`src/rtl/tt_rr_onehot_arbiter_pkg.sv`:
```
// Shared types and helpers for the round-robin one-hot arbiter.
// Helper functions work on MAX_REQ-wide vectors; callers pass the live requester count.
package tt_rr_arb_pkg;

    localparam int MAX_REQ = 32;
    localparam int IDX_W   = $clog2(MAX_REQ);

    typedef enum logic {
        EMPTY = 1'b0,
        FULL  = 1'b1
    } out_state_e;

    function automatic int ptr_width(input int num_req);
        return $clog2(num_req);
    endfunction

    // Search starts at ptr and wraps modulo n; the first set bit wins.
    function automatic logic [MAX_REQ-1:0] rr_pick(input logic [MAX_REQ-1:0] valid,
                                                   input int ptr,
                                                   input int n);
        logic [MAX_REQ-1:0] grant;
        logic               found;
        int                 idx;
        grant = '0;
        found = 1'b0;
        for (int k = 0; k < MAX_REQ; k++) begin
            if (k < n) begin
                idx = ptr + k;
                if (idx >= n) idx = idx - n;
                if (!found && valid[IDX_W'(idx)]) begin
                    grant[IDX_W'(idx)] = 1'b1;
                    found              = 1'b1;
                end
            end
        end
        return grant;
    endfunction

    function automatic logic [IDX_W-1:0] onehot2idx(input logic [MAX_REQ-1:0] onehot);
        logic [IDX_W-1:0] idx;
        idx = '0;
        for (int k = 0; k < MAX_REQ; k++) begin
            if (onehot[k]) idx = idx | IDX_W'(k);
        end
        return idx;
    endfunction

endpackage

```
`src/rtl/tt_rr_onehot_arbiter_mux.sv`:
```
// AND-OR multiplexer driven by a one-hot select; output is zero when disabled.
module tt_decoded_mux #(
    parameter int VALUE_WIDTH  = 32,
    parameter int MUX_WIDTH    = 4,
    parameter bit CHECK_ONEHOT = 1'b1
) (
    input  logic [VALUE_WIDTH-1:0] i_values [MUX_WIDTH],
    input  logic [MUX_WIDTH-1:0]   i_select,
    input  logic                   i_enable,
    output logic [VALUE_WIDTH-1:0] o_value
);

    always_comb begin
        o_value = '0;
        for (int k = 0; k < MUX_WIDTH; k++) begin
            if (i_enable && i_select[k]) o_value = o_value | i_values[k];
        end
    end

    // A select with more than one bit set would OR payloads together.
    if (CHECK_ONEHOT) begin : g_onehot_check
        always_comb begin
            if (i_enable) assert ($onehot0(i_select));
        end
    end

endmodule

```
`src/rtl/tt_rr_onehot_arbiter.sv`:
```
// Round-robin arbiter feeding one registered output beat. NUM_REQ must not exceed 32.
// Optional starvation flags are built when TT_RR_ARB_STARVE_CHECK_EN is defined.
module tt_rr_onehot_arbiter
    import tt_rr_arb_pkg::*;
#(
    parameter int NUM_REQ      = 4,
    parameter int DATA_WIDTH   = 32,
    parameter int STARVE_LIMIT = 16
) (
    input  logic                  i_clk,
    input  logic                  i_reset_n,
    input  logic                  i_flush,
    input  logic [NUM_REQ-1:0]    i_req_valid,
    input  logic [DATA_WIDTH-1:0] i_req_data [NUM_REQ],
    output logic [NUM_REQ-1:0]    o_req_ready,
    output logic                  o_out_valid,
    output logic [DATA_WIDTH-1:0] o_out_data,
    output logic [NUM_REQ-1:0]    o_out_src,
    input  logic                  i_out_ready,
    output logic [NUM_REQ-1:0]    o_starve_err
);

    localparam int PTR_W = ptr_width(NUM_REQ);

    out_state_e             state, state_next;
    logic [PTR_W-1:0]       rr_ptr, next_ptr;
    logic [MAX_REQ-1:0]     pick;
    logic [IDX_W-1:0]       win_idx;
    logic [NUM_REQ-1:0]     grant;
    logic [DATA_WIDTH-1:0]  mux_value;
    logic                   load_en;
    logic                   any_req;

    assign o_out_valid = (state == FULL);
    assign load_en     = ~i_flush & (~o_out_valid | i_out_ready);
    assign any_req     = |i_req_valid;
    assign pick        = rr_pick(MAX_REQ'(i_req_valid), int'(rr_ptr), NUM_REQ);
    assign grant       = pick[NUM_REQ-1:0];
    assign win_idx     = onehot2idx(pick);
    assign o_req_ready = grant & {NUM_REQ{load_en}};

    always_comb begin
        next_ptr = PTR_W'(int'(win_idx) + 1);
        if (int'(win_idx) == NUM_REQ - 1) next_ptr = '0;
    end

    tt_decoded_mux #(
        .VALUE_WIDTH  (DATA_WIDTH),
        .MUX_WIDTH    (NUM_REQ),
        .CHECK_ONEHOT (1'b1)
    ) u_mux (
        .i_values (i_req_data),
        .i_select (grant),
        .i_enable (load_en),
        .o_value  (mux_value)
    );

    always_comb begin
        state_next = state;
        if (i_flush) begin
            state_next = EMPTY;
        end else if (load_en) begin
            state_next = any_req ? FULL : EMPTY;
        end
    end

    // Payload, source and pointer only move on a real load; flush clears the source tag.
    always_ff @(posedge i_clk or negedge i_reset_n) begin
        if (!i_reset_n) begin
            state      <= EMPTY;
            o_out_data <= '0;
            o_out_src  <= '0;
            rr_ptr     <= '0;
        end else begin
            state <= state_next;
            if (i_flush) begin
                o_out_src <= '0;
            end else if (load_en && any_req) begin
                o_out_data <= mux_value;
                o_out_src  <= grant;
                rr_ptr     <= next_ptr;
            end
        end
    end

`ifdef TT_RR_ARB_STARVE_CHECK_EN
    localparam int CNT_W = $clog2(STARVE_LIMIT + 1);

    logic [CNT_W-1:0] starve_cnt [NUM_REQ];

    // Flag is raised on the same edge the saturating counter reaches the limit.
    always_ff @(posedge i_clk or negedge i_reset_n) begin
        if (!i_reset_n) begin
            for (int i = 0; i < NUM_REQ; i++) starve_cnt[i] <= '0;
            o_starve_err <= '0;
        end else begin
            for (int i = 0; i < NUM_REQ; i++) begin
                if (!i_req_valid[i] || o_req_ready[i]) begin
                    starve_cnt[i] <= '0;
                end else if (starve_cnt[i] != CNT_W'(STARVE_LIMIT)) begin
                    starve_cnt[i] <= starve_cnt[i] + 1'b1;
                    if (starve_cnt[i] == CNT_W'(STARVE_LIMIT - 1)) o_starve_err[i] <= 1'b1;
                end
            end
        end
    end
`else
    localparam int unused_starve_limit = STARVE_LIMIT;
    assign o_starve_err = '0;
`endif

endmodule

```
`config.mk`:
```
export PLATFORM = sky130hd
export DESIGN_NAME = tt_rr_onehot_arbiter
export DESIGN_NICKNAME = d
export VERILOG_FILES = /design/src/rtl/tt_rr_onehot_arbiter_pkg.sv /design/src/rtl/tt_rr_onehot_arbiter_mux.sv /design/src/rtl/tt_rr_onehot_arbiter.sv
export SDC_FILE = /design/constraint.sdc
export NUM_CORES = 1
export LEC_CHECK = 0
export ABC_AREA = 1
export BUFFER_PORTS_ARGS = -buffer_cell sky130_fd_sc_hd__buf_2
export CAP_MARGIN = 30
export CORE_ASPECT_RATIO = 0.5
export CORE_UTILIZATION = 48
export DETAILED_ROUTE_END_ITERATION = 10
export PLACE_DENSITY = 0.92
export SYNTH_ARGS = -nofsm -noshare
export SYNTH_HDL_FRONTEND = slang
export SYNTH_SLANG_ARGS = --single-unit
```
`constraint.sdc`:
```
create_clock -name i_clk -period 6 [get_ports i_clk]
set_clock_uncertainty 0.2 [all_clocks]
set_input_delay 1.2 -clock i_clk [delete_from_list [all_inputs] [get_ports i_clk]]
set_output_delay 1.2 -clock i_clk [all_outputs]
set_load 0.02 [all_outputs]
```
==> results of run 1 <==
[where the power goes]
| group | leakage, µW | internal, µW | switching (µW) |
|---|---|---|---|
| clock network | 0.0000772 | 177 | 98.2 |
| registers | 0.000493 | 387 | 77.4 |
| logic | 0.00194 | 386 | 880 |
[worst register-to-register path: stages, from the launching register on]
cell and delay, ns:
dfrtp_1 0.59, inv_2 0.18, ha_1 0.39, inv_1 0.08
nand3_1 0.09, nand2_1 0.11, nand3_1 0.09, nand2_1 0.05
inv_1 0.06, nand3_2 0.56, nor2_1 0.28, nand2_1 0.09
ha_1 0.29, nand3_1 0.08, o21ai_0 0.09
[layout by cell type (no fill, tap or decap), drive strengths merged]
cell,instances
nand2,169
ha,9
clkbuf,8
nand4,1
nand3,161
inv,21
nor2,40
a21oi,1
conb,4
buf,178
nor4,1
o21ai,2
dfrtp,39
[metal layers]
layer	GRT usage (%)	vias up
li1	-	1865
met4	7.79	0
met3	4.84	26
met1	37.3	1707
met2	47.4	172
met5	0	-
[cell families (layout without fill, tap and decap cells)]
| kind of cell | Yosys count | in the layout | share of synthesized area, % |
|---|---|---|---|
| buffers and inverters | 54 | 207 | 9.62 |
| other | 1 | 4 | 0.123 |
| and+or+nand+nor | 372 | 372 | 54.2 |
| DFF | 39 | 39 | 31.9 |
| adders and majority gates | 9 | 9 | 3.68 |
| AOI/OAI and AO/OA | 3 | 3 | 0.491 |
[stage by stage]
| step | utilization [%] | instances |
|---|---|---|
| floorplan | - | 481 |
| global placement | 63.4 | 714 |
| detailed placement | 63.4 | 714 |
| CTS | 65.9 | 722 |
| global route | 65.9 | 722 |
| finish | 65.9 | 722 |
[sequential cells by signal, indices dropped and copies added, names as in the netlist]
name         cells
o_out_valid      1
rr_ptr           2
o_out_src        4
o_out_data      32
[worst max path at each step]
stage / from / endpoint / slack, ns / depth (start not counted)
6_report: rr_ptr[0]$_DFFE_PN0P_ / o_req_ready[0] / 1.63 / 12
3_3_place_gp: i_req_valid[3] / o_req_ready[1] / 1.79 / 11
5_1_grt: rr_ptr[0]$_DFFE_PN0P_ / o_req_ready[1] / 1.39 / 12
3_5_place_dp: i_req_valid[1] / o_req_ready[1] / 1.72 / 11
4_1_cts: rr_ptr[0]$_DFFE_PN0P_ / o_req_ready[1] / 1.68 / 12
2_1_floorplan: i_req_valid[3] / o_req_ready[2] / 2.35 / 10
[layout make-up]
cell class / instances / area (µm²)
Fill cell: 568 / 2080
Multi-Input combinational cell: 388 / 1810
Sequential cell: 39 / 976
Timing Repair Buffer: 178 / 896
Clock buffer: 8 / 156
Tap cell: 88 / 110
Inverter: 21 / 81.3
==> impl_results.md, run 1 <==
- Status: completed
- Reg2reg path depth: 14
- Share of cells above drive strength 1: a little under a third
- Pwr/cell area: roughly 500 nW/µm²
- Top delay family on crit path: simple AND/OR/NAND/NOR gates
- Pre-antenna DRT Iters: 5
- Syn Area/Cell: 6.39 µm²
- DP HPWL: 6460 µm
- Crit path largest cell delay: 0.59 ns
- Total Routing Usage GR: 27.9%
- Unrepaired setup endpoints after global routing: no
- Post-route cell area: around 4000 µm²
- Ports: 181
- Largest net degree at the start of global routing: 71
- Max VDD drop: around 240 µV
- Worst Slack Setup Final: 1.63 ns
- Post-synthesis cell area: slightly above 3000 µm²
- FMAX: between 200 and 250 MHz
- Clk sink count: 39
- Synthesis-to-layout area growth: 31.7%
- Final ANT Viol Nets: 0
- Area post-placement: 3870 µm²
- Worst hold path class: reg2reg
- M1 wire length: 4000 µm
- Final setup viols: 0
- Synth area leaders: dfrtp_1 32%, nand3_1 25%, nand2_1 20%
- Share of the synthesized area in the top cell type: a little under a third
- Leak: 0.00251 µW
- CORE AREA: 6110 µm²
- Netlist cell types: 22
- Worst-path cell chain: inv_2, ha_1, inv_1, nand3_1, nand2_1, nand3_1, nand2_1, inv_1, nand3_2, nand2_1, inv_1, buf_2
- Vias: 3770
- Met2 WL: 4480 µm
- Final hold vios: 0
- Vias/cell: between 5 and 6
- Async set or reset register ratio after synthesis: between 90% and 100%
- CTS tree: yes
- CTS Hold Bufs: 0
- Initial DRC count: 301
- Yosys warnings: 0
- Reg2reg start: rr_ptr[0]$_DFFE_PN0P_
- Average wire per standard cell: 12.8 µm
- # diodes: 0
- Final Critical Period: 4.37 ns
- Worst slack, placed: 1.72 ns
- Hold WS: 0.273 ns
- Post-cts resize count: 0
- Critical path's slowest cell: dfrtp_1
- Top cells by count, synth: 164 x nand2_1, 155 x nand3_1, 39 x dfrtp_1, 39 x nor2_1, 18 x inv_1
- Total negative slack: 0 ns
- Seq/Total Area, Yosys: 31.9%
- Worst-margin pin slew: 1.08 ns
- Buf/Inv on CP: 5
- Clk Tree Root Cell: clkbuf_16
- Gr ovfl total: 0
- Top FF cell, synth: dfrtp_1
- Flop-to-flop setup slack: 2.62 ns
- Max Cap Violations: 0
- Clock Path Buffers: 2
- Slew Viols, Final: 0
- Count leader, synth: nand2_1
- Die area: around 6700 µm²
- Crit share post-route: 72.9%
- Critical Path Source Type: flip-flop
- Min-Delay Path Depth: 2
- Standard-cell rows: 20
- Tot Pwr: 2010 µW
- Met3 Routed Length: 625 µm
- Crit. End Element: output pin
- Drt drc: 0
- Post-CTS setup buffer count: 0
- Initial antenna violation count: 0
- Cells after synthesis: about 480
- Total Routed Length: 9280 µm
- WP data required: between 4 and 5 ns
- Initial Utilization: 50.1%
- First-pass GRT wire length: 14900 µm
- FF-to-FF End: rr_ptr[1]$_DFFE_PN0P_
- DIE HEIGHT: ~58 µm
- Max H-tree Level: 2
- Critical Path AT: a little under 3 ns
- Worst Hold End: o_out_data[6]$_DFFE_PN0P_
- Largest area contributor in the netlist: dfrtp_1
- Nets: 778
- I/O Buffers: 176
- Final RePlAce weighted congestion: 0.911
- Clk_lat worst skew: 0.28 ns
- Synthesized flop and latch total: 39
- Vias in the first global route: 3343
- Uppermost routed layer: met4
- Hold Path Origin: o_out_data[6]$_DFFE_PN0P_
- Max FO, Critical Path: 33
- Number of CTS-inserted buffers: 5
- Max_slew headroom: around 28%
- EDFF count, synth: 0
- Die W: 115 µm
- Worst-path clk slew: 0.06 ns
- Worst Setup Path Type: reg2out
Power figures use the tool's default switching activity.
==> run 2, diff against run 1 <==
Settings changed: CORE_UTILIZATION 48 to 44, PLACE_DENSITY 0.92 to 0.86.
Clock period 6 ns to 4.5 ns, I/O delays scaled along.
==> run 2 against run 1 <==
Worst setup slack got worse by 0.93 ns; total power increased by 37%; critical path depth increased by 1; sequential share of layout area decreased by 0.27 points; hold slack got worse by 0.0037 ns; global-route usage decreased by 2.6 points; largest power group unchanged.
==> impl_results.md, run 2 (synthesis gave the netlist of run 1 again) <==
- Average wire per standard cell: 12.8 µm (-0.63%)
- I/O Buffers: 176 (unchanged)
- Worst-margin pin slew: 0.860 ns (-0.215 ns)
- Worst hold path class: reg2reg
- Max VDD drop: 357 µV (+49%)
- Most common cell after layout, fill and taps aside: buf_2
- Worst-path cell chain: inv_2, ha_1, inv_1, nand3_1, nand2_1, nand2_2, inv_4, nand3_1, nand3_2, buf_4, nand2_1, inv_1, buf_2
- Number of CTS-inserted buffers: 5 (unchanged)
- Total negative slack: 0 ns (unchanged)
- Final hold vios: 0 (unchanged)
- Initial antenna violation count: 0 (unchanged)
- Biggest regs: o_out_data x32, o_out_src x4, rr_ptr x2
- Clk_lat worst skew: 0.27 ns (about the same)
- DIE HEIGHT: 60.9 µm (+4.3%)
- Die W: 120 µm (+4.4%)
- DP HPWL: 6660 µm (+3.1%)
- Worst Setup Path Type: reg2out
- Slew Viols, Final: 0 (unchanged)
- Layout Cells excl Fill: 729 (+0.97%)
- Die area: 7300 µm² (+8.9%)
- Unrepaired setup endpoints after global routing: no
- Largest net degree at the start of global routing: 69 (-2.8%)
- Post-route cell area: 4070 µm² (+1.1%)
- Reg2reg path depth: 15 (+1)
- Flop-to-flop setup slack: 1.42 ns (-1.20 ns)
- Ports: 181 (unchanged)
- Standard-cell rows: 21 (+5.0%)
- Worst slack, placed: 1.01 ns (-0.710 ns)
- Worst Hold End: o_out_data[23]$_DFFE_PN0P_
- Min-Delay Path Depth: 2 (unchanged)
- Max H-tree Level: 2 (unchanged)
- Area post-placement: 3900 µm² (+0.71%)
- CTS tree: yes
- Max Cap Violations: 0 (unchanged)
- Critical path's slowest cell: dfrtp_1
- Clk sink count: 39 (unchanged)
- Initial Utilization: 45.6% (-4.4 points)
- Nets: 781 (+0.39%)
- Worst Slack Setup Final: 0.697 ns (-0.932 ns)
- Commonest cells after routing, fill and taps aside: 176 x buf_2, 164 x nand2_1, 155 x nand3_1
- Crit. End Element: output pin
- Pre-antenna DRT Iters: 5 (unchanged)
- Top reg by flops: o_out_data
- Final RePlAce weighted congestion: 0.875 (-4.0%)
- Total Routed Length: 9310 µm (+0.33%)
- Synthesis-to-layout area growth: 33.2%
- Hold Path Origin: o_out_data[23]$_DFFE_PN0P_
- Number of flip-flops under the largest register name: 32 (unchanged)
- Final setup viols: 0 (unchanged)
- FMAX: 263 MHz
- Critical Path Source Type: flip-flop
- Max_slew headroom: 42.7% (+14 points)
- Leak: 0.00254 µW (+0.99%)
- Total Routing Usage GR: 25.3% (-2.6 points)
- Critical Path AT: 2.70 ns (-0.27 ns)
- First-pass GRT wire length: 14700 µm (-1.5%)
- DP Cell Count: 721 (+0.98%)
- Initial DRC count: 281 (-6.6%)
- CORE AREA: 6700 µm² (+9.7%)
- Crit path largest cell delay: 0.57 ns (-0.02 ns)
- Post-cts resize count: 0 (unchanged)
- Vias in the first global route: 3222 (-3.6%)
- CTS Hold Bufs: 0 (unchanged)
- Share of cells above drive strength 1: 32.3% (+0.48 points)
- Gr ovfl total: 0 (unchanged)
- Final ANT Viol Nets: 0 (unchanged)
- Reg2reg start: rr_ptr[0]$_DFFE_PN0P_
- Pwr/cell area: 674 nW/µm² (+35%)
- Post-CTS setup buffer count: 0 (unchanged)
- Status: completed
- Worst-path clk slew: 0.06 ns (about the same)
- Drt drc: 0 (unchanged)
- Clock Path Buffers: 2 (unchanged)
- Crit share post-route: 84.5%
- Final Critical Period: 3.80 ns
- Max FO, Critical Path: 33 (unchanged)
- Vias: 3738 (-0.85%)
- # diodes: 0 (unchanged)
- FF-to-FF End: rr_ptr[1]$_DFFE_PN0P_
- Clk Tree Root Cell: clkbuf_16
- Vias/cell: 5.13 (-1.8%)
- WP data required: 3.40 ns (-1.20 ns)
-- run 2: area by class of cell --
cell class / count / area [µm²]
repair buffers: 181 / 918
fillers: 658 / 2630
multi-input cells: 388 / 1810
clock inverters: 2 / 35.0
clock buffers: 6 / 139
flip-flops and latches: 39 / 976
well taps: 92 / 115
inverters: 21 / 81.3
-- run 2: stage by stage --
step	hold WS, ns	power (µW)	utilization (%)
after global routing	0.290	2980	60.7
after global placement	0.257	2280	58.2
after floorplan	0.388	1940	-
final	0.269	2740	60.7
after CTS	0.275	2740	60.7
after detailed placement	0.260	2320	58.2
-- run 2: worst max path at each step --
stage	start	to	cells past startpoint
finish	rr_ptr[0]$_DFFE_PN0P_	o_req_ready[0]	13
global route	rr_ptr[0]$_DFFE_PN0P_	o_req_ready[0]	12
CTS	rr_ptr[0]$_DFFE_PN0P_	o_req_ready[0]	13
detailed placement	i_req_valid[3]	o_req_ready[0]	12
global placement	i_req_valid[3]	o_req_ready[0]	12
floorplan	i_req_valid[3]	o_req_ready[2]	10
-- run 2: routing by layer --
layer	global-route usage, %	vias up	part of all wire, %
li1	-	1870	-
met1	32.3	1713	43
met2	45.6	151	50
met3	4.51	4	6.7
met4	6.25	0	0.41
met5	0	-	0
-- run 2: worst max-delay path: cells and delay by family, from the launching register on --
family	cells	cell delay, ns
flops	1	0.57
buf+inv	6	0.94
simple gates	6	0.53
fa+ha+maj	1	0.37
-- run 2: power by group --
part	leakage, µW	switching [µW]	internal [µW]
Sequential	0.000493	100	516
Combinational	0.00196	1190	535
Clock	0.0000868	130	275
